File: config.mk
export PLATFORM = sky130hd
export DESIGN_NAME = lsu_dbus_flat
export DESIGN_NICKNAME = d
export VERILOG_FILES = /design/src/rtl/lsu_dbus_if.sv /design/src/rtl/lsu_dbus.sv /design/src/flat_wrapper.sv
export SDC_FILE = /design/constraint.sdc
export NUM_CORES = 1
export LEC_CHECK = 0
export ABC_AREA = 1
export CAP_MARGIN = 20
export CORE_MARGIN = 1
export CORE_UTILIZATION = 47
export CTS_CLUSTER_SIZE = 8
export DETAILED_ROUTE_END_ITERATION = 10
export PLACE_DENSITY_LB_ADDON = 0.3
export SKIP_LAST_GASP = 1
export SLEW_MARGIN = 20
export SYNTH_ARGS = -nofsm -noshare
export SYNTH_HDL_FRONTEND = slang
export SYNTH_SLANG_ARGS = --single-unit
File: constraint.sdc
create_clock -name clk -period 3.4 [get_ports clk]
set_input_delay 0.68 -clock clk [delete_from_list [all_inputs] [get_ports clk]]
set_output_delay 0.68 -clock clk [all_outputs]
set_load 0.05 [all_outputs]
File: src/rtl/lsu_dbus_if.sv
// lsu_dbus_if: core request/response and data-bus handshake signals of the load/store unit.
// master is the LSU view; slave is the core/bus environment view.
interface lsu_dbus_if #(
    parameter int XLEN     = 32,
    parameter int ADDR_LEN = 14
);
    logic                req_valid;
    logic                req_ready;
    logic                req_we;
    logic [1:0]          req_size;
    logic                req_unsigned;
    logic [XLEN-1:0]     req_addr;
    logic [XLEN-1:0]     req_wdata;
    logic                resp_valid;
    logic                resp_err;
    logic [XLEN-1:0]     resp_rdata;
    logic [ADDR_LEN-1:0] addr;
    logic                rd_req;
    logic                rd_ready;
    logic                wr_req;
    logic                wr_ready;
    logic [XLEN/8-1:0]   wr_be;
    logic [XLEN-1:0]     wr_data;
    logic [XLEN-1:0]     rd_data;

    modport master (
        input  req_valid, req_we, req_size, req_unsigned, req_addr, req_wdata,
        input  rd_ready, wr_ready, rd_data,
        output req_ready, resp_valid, resp_err, resp_rdata,
        output addr, rd_req, wr_req, wr_be, wr_data
    );

    modport slave (
        output req_valid, req_we, req_size, req_unsigned, req_addr, req_wdata,
        output rd_ready, wr_ready, rd_data,
        input  req_ready, resp_valid, resp_err, resp_rdata,
        input  addr, rd_req, wr_req, wr_be, wr_data
    );
endinterface

File: src/rtl/lsu_dbus.sv
// lsu_dbus: load/store unit bridging core requests onto the single-outstanding data bus.
// Define LSU_TIMEOUT_EN to abort bus waits after TIMEOUT_CYCLES with an error response.
module lsu_dbus #(
    parameter int XLEN           = 32,
    parameter int ADDR_LEN       = 14,
    parameter int TIMEOUT_CYCLES = 16
) (
    input logic        clk,
    input logic        rstb,
    lsu_dbus_if.master bus
);
    localparam logic [1:0] IDLE = 2'd0, RD = 2'd1, WR = 2'd2, RESP = 2'd3;

    logic [1:0]          r_state;
    logic [1:0]          r_size;
    logic                r_uns;
    logic                r_err;
    logic [ADDR_LEN-1:0] r_addr;
    logic [XLEN/8-1:0]   r_be;
    logic [XLEN-1:0]     r_wdata;
    logic [XLEN-1:0]     r_rdata;
    logic                w_err;
    logic                w_to;
    logic                w_unused;
    logic [XLEN/8-1:0]   w_be;
    logic [XLEN-1:0]     w_wd;
    logic [XLEN-1:0]     w_sh;
    logic [XLEN-1:0]     w_ld;

    assign w_err = bus.req_size == 2'd3 || (bus.req_size == 2'd1 && bus.req_addr[0]) ||
                   (bus.req_size == 2'd2 && bus.req_addr[1:0] != 2'd0);
    assign w_be  = bus.req_size == 2'd0 ? 4'b0001 << bus.req_addr[1:0] :
                   bus.req_size == 2'd1 ? 4'b0011 << bus.req_addr[1:0] : 4'hF;
    assign w_wd  = bus.req_size == 2'd0 ? {4{bus.req_wdata[7:0]}} :
                   bus.req_size == 2'd1 ? {2{bus.req_wdata[15:0]}} : bus.req_wdata;
    // Words are always aligned, so their shift is zero and they pass through.
    assign w_sh  = bus.rd_data >> {r_addr[1:0], 3'b000};
    assign w_ld  = r_size == 2'd0 ? {{24{~r_uns & w_sh[7]}}, w_sh[7:0]} :
                   r_size == 2'd1 ? {{16{~r_uns & w_sh[15]}}, w_sh[15:0]} : w_sh;
    assign w_unused = ^{bus.req_addr[XLEN-1:ADDR_LEN], TIMEOUT_CYCLES[0]};

`ifdef LSU_TIMEOUT_EN
    localparam int CW = $clog2(TIMEOUT_CYCLES + 1);
    logic [CW-1:0] r_cnt;
    assign w_to = r_cnt == CW'(TIMEOUT_CYCLES - 1);
    always_ff @(posedge clk)
        r_cnt <= (rstb || r_state == IDLE) ? '0 : r_cnt + 1'b1;
`else
    assign w_to = 1'b0;
`endif

    assign bus.req_ready  = r_state == IDLE;
    assign bus.rd_req     = r_state == RD;
    assign bus.wr_req     = r_state == WR;
    assign bus.resp_valid = r_state == RESP;
    assign bus.resp_err   = r_err;
    assign bus.resp_rdata = r_rdata;
    assign bus.addr       = r_addr;
    assign bus.wr_be      = r_be;
    assign bus.wr_data    = r_wdata;

    always_ff @(posedge clk) begin
        if (rstb) begin
            r_state <= IDLE;
            r_size  <= '0;
            r_uns   <= 1'b0;
            r_err   <= 1'b0;
            r_addr  <= '0;
            r_be    <= '0;
            r_wdata <= '0;
            r_rdata <= '0;
        end else if (r_state == IDLE) begin
            if (bus.req_valid) begin
                r_addr  <= bus.req_addr[ADDR_LEN-1:0];
                r_size  <= bus.req_size;
                r_uns   <= bus.req_unsigned;
                r_err   <= w_err;
                r_be    <= bus.req_we && !w_err ? w_be : '0;
                r_wdata <= bus.req_we && !w_err ? w_wd : '0;
                r_state <= w_err ? RESP : bus.req_we ? WR : RD;
            end
        end else if (r_state == RESP) begin
            r_state <= IDLE;
            r_err   <= 1'b0;
            r_rdata <= '0;
            r_be    <= '0;
            r_wdata <= '0;
        end else if ((r_state == RD && bus.rd_ready) || (r_state == WR && bus.wr_ready)) begin
            r_rdata <= r_state == RD ? w_ld : '0;
            r_state <= RESP;
        end else if (w_to) begin
            r_err   <= 1'b1;
            r_state <= RESP;
        end
    end
endmodule
File: src/flat_wrapper.sv
// flat-port wrapper written by rule: the top's interface ports become plain ports
module lsu_dbus_flat 
#(
    parameter int XLEN           = 32,
    parameter int ADDR_LEN       = 14,
    parameter int TIMEOUT_CYCLES = 16
)
  (clk, rstb, bus_req_valid, bus_req_we, bus_req_size, bus_req_unsigned, bus_req_addr, bus_req_wdata, bus_rd_ready, bus_wr_ready, bus_rd_data, bus_req_ready, bus_resp_valid, bus_resp_err, bus_resp_rdata, bus_addr, bus_rd_req, bus_wr_req, bus_wr_be, bus_wr_data);
  lsu_dbus_if #(.XLEN(XLEN), .ADDR_LEN(ADDR_LEN)) bus_i ();
  input logic clk;
  input logic rstb;
  input wire logic [$bits(bus_i.req_valid)-1:0] bus_req_valid;
  input wire logic [$bits(bus_i.req_we)-1:0] bus_req_we;
  input wire logic [$bits(bus_i.req_size)-1:0] bus_req_size;
  input wire logic [$bits(bus_i.req_unsigned)-1:0] bus_req_unsigned;
  input wire logic [$bits(bus_i.req_addr)-1:0] bus_req_addr;
  input wire logic [$bits(bus_i.req_wdata)-1:0] bus_req_wdata;
  input wire logic [$bits(bus_i.rd_ready)-1:0] bus_rd_ready;
  input wire logic [$bits(bus_i.wr_ready)-1:0] bus_wr_ready;
  input wire logic [$bits(bus_i.rd_data)-1:0] bus_rd_data;
  output wire logic [$bits(bus_i.req_ready)-1:0] bus_req_ready;
  output wire logic [$bits(bus_i.resp_valid)-1:0] bus_resp_valid;
  output wire logic [$bits(bus_i.resp_err)-1:0] bus_resp_err;
  output wire logic [$bits(bus_i.resp_rdata)-1:0] bus_resp_rdata;
  output wire logic [$bits(bus_i.addr)-1:0] bus_addr;
  output wire logic [$bits(bus_i.rd_req)-1:0] bus_rd_req;
  output wire logic [$bits(bus_i.wr_req)-1:0] bus_wr_req;
  output wire logic [$bits(bus_i.wr_be)-1:0] bus_wr_be;
  output wire logic [$bits(bus_i.wr_data)-1:0] bus_wr_data;
  assign bus_i.req_valid = bus_req_valid;
  assign bus_i.req_we = bus_req_we;
  assign bus_i.req_size = bus_req_size;
  assign bus_i.req_unsigned = bus_req_unsigned;
  assign bus_i.req_addr = bus_req_addr;
  assign bus_i.req_wdata = bus_req_wdata;
  assign bus_i.rd_ready = bus_rd_ready;
  assign bus_i.wr_ready = bus_wr_ready;
  assign bus_i.rd_data = bus_rd_data;
  assign bus_req_ready = bus_i.req_ready;
  assign bus_resp_valid = bus_i.resp_valid;
  assign bus_resp_err = bus_i.resp_err;
  assign bus_resp_rdata = bus_i.resp_rdata;
  assign bus_addr = bus_i.addr;
  assign bus_rd_req = bus_i.rd_req;
  assign bus_wr_req = bus_i.wr_req;
  assign bus_wr_be = bus_i.wr_be;
  assign bus_wr_data = bus_i.wr_data;
  lsu_dbus #(.XLEN(XLEN), .ADDR_LEN(ADDR_LEN), .TIMEOUT_CYCLES(TIMEOUT_CYCLES)) u_core (.clk(clk), .rstb(rstb), .bus(bus_i));
endmodule
## After elaboration in Yosys (flattened, before gate mapping)

Index checks and enable logic that the tools add are counted.

| word-level totals | value |
|---|---|
| register bits | 88 |
| output and inout bits | 87 |

| operators by class | value |
|---|---|
| equal/unequal tests | 8 |
| shift-type cells | 3 |
| muxes and demuxes | 26 |
| bitwise logic cells | 4 |
| reductions and logical operators | 20 |

Operators by type and width:

| kind | count |
|---|---|
| two-way mux 32 bit | 11 |
| >> shifter 32 x 5 -> 32 bit | 1 |
| two-way mux 4 bit | 6 |
| two-way mux 2 bit | 6 |
| equality test 2 bit, second input constant | 4 |
| AND reduction 2 bit | 4 |
| equality test 2 x 1 -> 1 bit, second input constant | 3 |
| zero test 2 bit | 3 |
| nonzero test 2 bit | 3 |
| logical AND 1 bit | 5 |
| left shift 1 x 2 -> 4 bit, first input constant | 1 |
| left shift 2 x 2 -> 4 bit, first input constant | 1 |
| logical OR 1 bit | 3 |
| two-way mux 1 bit | 3 |
| nonzero test 3 bit | 1 |
| AND 1 bit | 2 |
| != test 2 bit, second input constant | 1 |
| inverter 1 bit | 2 |
| zero test 1 bit | 1 |

## Logic depth before layout (Yosys ltp)

| logic depth | value |
|---|---|
| word-level depth | 9 |
| mapped depth | 12 |

## Worst setup path after synthesis

OpenSTA, ideal clock, no wires.

| timing | value |
|---|---|
| path kind | flip-flop to output port |
| from | register u_core.r_state[1] |
| to | output bus_wr_req |
| data arrival time | 1.156 ns |
| path slack | 1.564 ns |
| stages on the path, launching flop included | 3 |
| cells stage by stage | dfxtp_1 inv_2 nor2_1 |

| between the ends | value |
|---|---|
| word-level cells in the longest chain between the ends | 1 |

RTL lines:

| what | RTL line | RTL |
|---|---|---|
| start, declared | lsu_dbus.sv:14 | `logic [1:0] r_state;` |
| start signal, assigned | lsu_dbus.sv:80 | `r_state <= w_err ? RESP : bus.req_we ? WR : RD;` |
| equality test 2 bit | lsu_dbus.sv:54 | `assign bus.wr_req = r_state == WR;` |
| end, declared | flat_wrapper.sv:27 | `output wire logic [$bits(bus_i.wr_req)-1:0] bus_wr_req;` |

Every way passes these cells.

## Worst setup path in the final report

| timing | value |
|---|---|
| from | register u_core.r_state[0] |
| to | output bus_rd_req |

| between the ends | value |
|---|---|
| word-level cells in the longest chain between the ends | 1 |

RTL lines:

| what | RTL line | RTL |
|---|---|---|
| equality test 2 x 1 -> 1 bit | lsu_dbus.sv:53 | `assign bus.rd_req = r_state == RD;` |
| end, declared | flat_wrapper.sv:26 | `output wire logic [$bits(bus_i.rd_req)-1:0] bus_rd_req;` |

Every way passes these cells.

==> results.txt <==
status - finished clean
worst path arrival time - 2.33 ns
worst slew pin tran - 1.02 ns
die area - 10,500 um^2
CP top delay family - buffers and inverters
WP data required - 2.72 ns
post-route ant nets - 0
Critical-path top delay cell - clkdlybuf4s50_1
Reg clk slew, reported paths - 0.09 ns
Total Routing Usage GR - 27.8%
Synth area leader - dfxtp_1
CP cell instances - inv_1, nor2_2, clkdlybuf4s50_1
first-pass GRT wire length - 22,200 um
Setup Skew - 0.00647 ns
largest net degree at the start of global routing - 71
H-tree depth - 3
EDFF count, synth - 0
drt first pass iters - 5
slew margin rel. - 32.1%
Post-Syn Area per Cell - 6.64 um^2
RD Place Congestion - 0.932
input/output buffers - 173
post-DP HPWL - 10,500 um
adder-cell share of the synthesized area - 1.06%
worst-case clock buffer depth - 2
cells resized by post-CTS repair - 0
worst setup path class - reg2out
#FFs+latches synth - 88
root buf cell - clkbuf_8
Hold WS - 0.470 ns
TritonCTS Buffers - 9
top cell type's share of synthesized area - 37.2%
Initial Util - 48.4%
final core occ - 67.3%
Fill cells - 875
Diodes inserted - 0
Die Wd - 102 um
# DRC - 0
Synth Area in Compound Gates - 13.8%
Yosys warnings - 0
max_cap viols - 0
main combinational cell family by area after synthesis - simple AND/OR/NAND/NOR gates
Min-Delay Path Class - reg2reg
CTS tree - done
crit path time final - 3.01 ns
Vias/cell - 5.12
cts hold-fix bufs - 0
Max Fclk - 333 MHz
critical path endpoint category - output pin
sequential fraction of the synthesis area - 37.2%
initial antenna violation count - 0
Clock Sinks - 88
IO Pins - 192
Layout area overhead - 39.0%
multiplexer area fraction after synthesis - 0%
Post-synth top flop - dfxtp_1
Max IR drop VDD - 260 uV
Worst Path Max Fanout - 10
Syn Nets - 822
Reg area - 1760 um^2
pwr dens - 503 nW/um^2
post-CTS setup buffers - 0
WL final - 14,400 um
Multi-input gate area - 2460 um^2
Post-Synth Simple-Gate Area - 37.2%
Congestion Overflow GR - 0
clk_lat worst skew - 0.38 ns
die height - 102 um
wire length per cell - 14.4 um
crit share post-route - 88.4%
via count - 5,104
Initial DRC Count - 197
Core Footprint - 9770 um^2
CP Launch Type - flop
XOR/XNOR Fraction of Synth Area - 0%
vias in the first global route - 4,760
Layout Nets - 968
total negative setup slack - 0 ns
Synth area leaders - dfxtp_1 (37%), nand2_1 (13%), nor2_1 (11%)
WP buf/inv - 2
Final Hold Viols - 0
setup violators final - 0
Leakage - 2.67 nW
Async SR Flop Fraction - 0%
Site Rows - 36
Netlist cell types - 36
Mapped Area - 4730 um^2
max-slew violations - 0
Syn Inst Count - 713
layout cells sized above 1 - 6.94%
CP peak stage delay - 0.91 ns
RSZ-0062 raised after global routing - false
## tightest hold or removal path: cells and delay by family, from the launching register on
| family | cells | cell delay [ns] |
|---|---|---|
| AOI/OAI and AO/OA | 1 | 0.05 |
| and+or+nand+nor | 1 | 0.06 |
| DFF | 1 | 0.32 |
## Yosys cell counts (all sizes together), types with 3 or more instances
cell type / instances
nand2: 184
o31ai: 3
nor2: 145
o21a: 19
a21oi: 61
clkbuf: 15
buf: 29
ha: 4
inv: 54
o21ai: 29
o22ai: 4
dfxtp: 88
nand4: 8
nand3: 66
## cell families after synthesis
logic type,count (synthesis)
flip-flops,88
buffers and inverters,99
AND/OR/NAND/NOR,405
AO/OA/AOI/OAI,117
adder cells (fa/ha/maj),4
## power by group
part	internal, mW	switching (mW)
clock network	0.339	0.400
logic	0.452	0.932
registers	1.12	0.0674
## sequential cells by signal (all words and copies together), names as in the netlist
| name | count |
|---|---|
| u_core.bus.wr_be | 4 |
| u_core.bus.resp_err | 1 |
| u_core.r_state | 2 |
| u_core.r_uns | 1 |
| u_core.bus.wr_data | 32 |
| u_core.bus.resp_rdata | 32 |
| u_core.bus.addr | 14 |
| u_core.r_size | 2 |
## area by class of cell
class / instances / share of cell area [%]
Clock inverter: 5 / 0.874
Tap cell: 133 / 2.53
Clock buffer: 11 / 2.00
Timing Repair Buffer: 179 / 26.9
Sequential cell: 88 / 26.8
Multi-Input combinational cell: 526 / 37.4
Inverter: 55 / 3.48
## layer usage
metal	part of all wire, %	wire (um)	GRT usage, %
met4	3.6	520	13.4
met3	7.4	1070	7.39
met2	49	6990	48.8
met1	40	5820	31.2
met5	0	0	0
## path summary, 6_finish.rpt
path,from,slack (ns),cells after the start,endpoint
max,u_core.r_state[0],0.39,3,bus_rd_req
min,u_core.bus.resp_rdata[1],0.47,2,u_core.bus.resp_rdata[1]
max reg2reg,u_core.r_state[0],1.23,5,u_core.bus.resp_rdata[17]
min reg2reg,u_core.bus.resp_rdata[1],0.47,2,u_core.bus.resp_rdata[1]
## metrics by stage
stage	power, mW	cell area, um^2	worst slack (ns)	cells
floorplan	2.22	4730	1.56	713
global placement	2.57	6390	0.646	981
detailed placement	2.59	6390	0.511	981
CTS	3.32	6580	0.414	997
global route	3.48	6580	0.326	997
finish	3.31	6580	0.393	997
## cells in the final DEF, fill, tap and decap left out, types with 3 or more instances in the layout
master,Yosys,routed
a21oi_1,61,61
buf_4,3,6
clkbuf_8,0,9
clkdlybuf4s50_1,0,172
clkinvlp_4,0,3
dfxtp_1,88,88
ha_1,4,4
inv_1,46,46
inv_2,4,4
nand2_1,163,163
nand2_2,17,17
nand2_4,3,3
nand3_1,64,64
nand4_1,7,7
nor2_1,141,141
o21a_1,19,19
o21ai_0,27,27
o22ai_1,4,4
o31ai_1,3,3
Note: power is estimated with default switching activity, not from simulation.
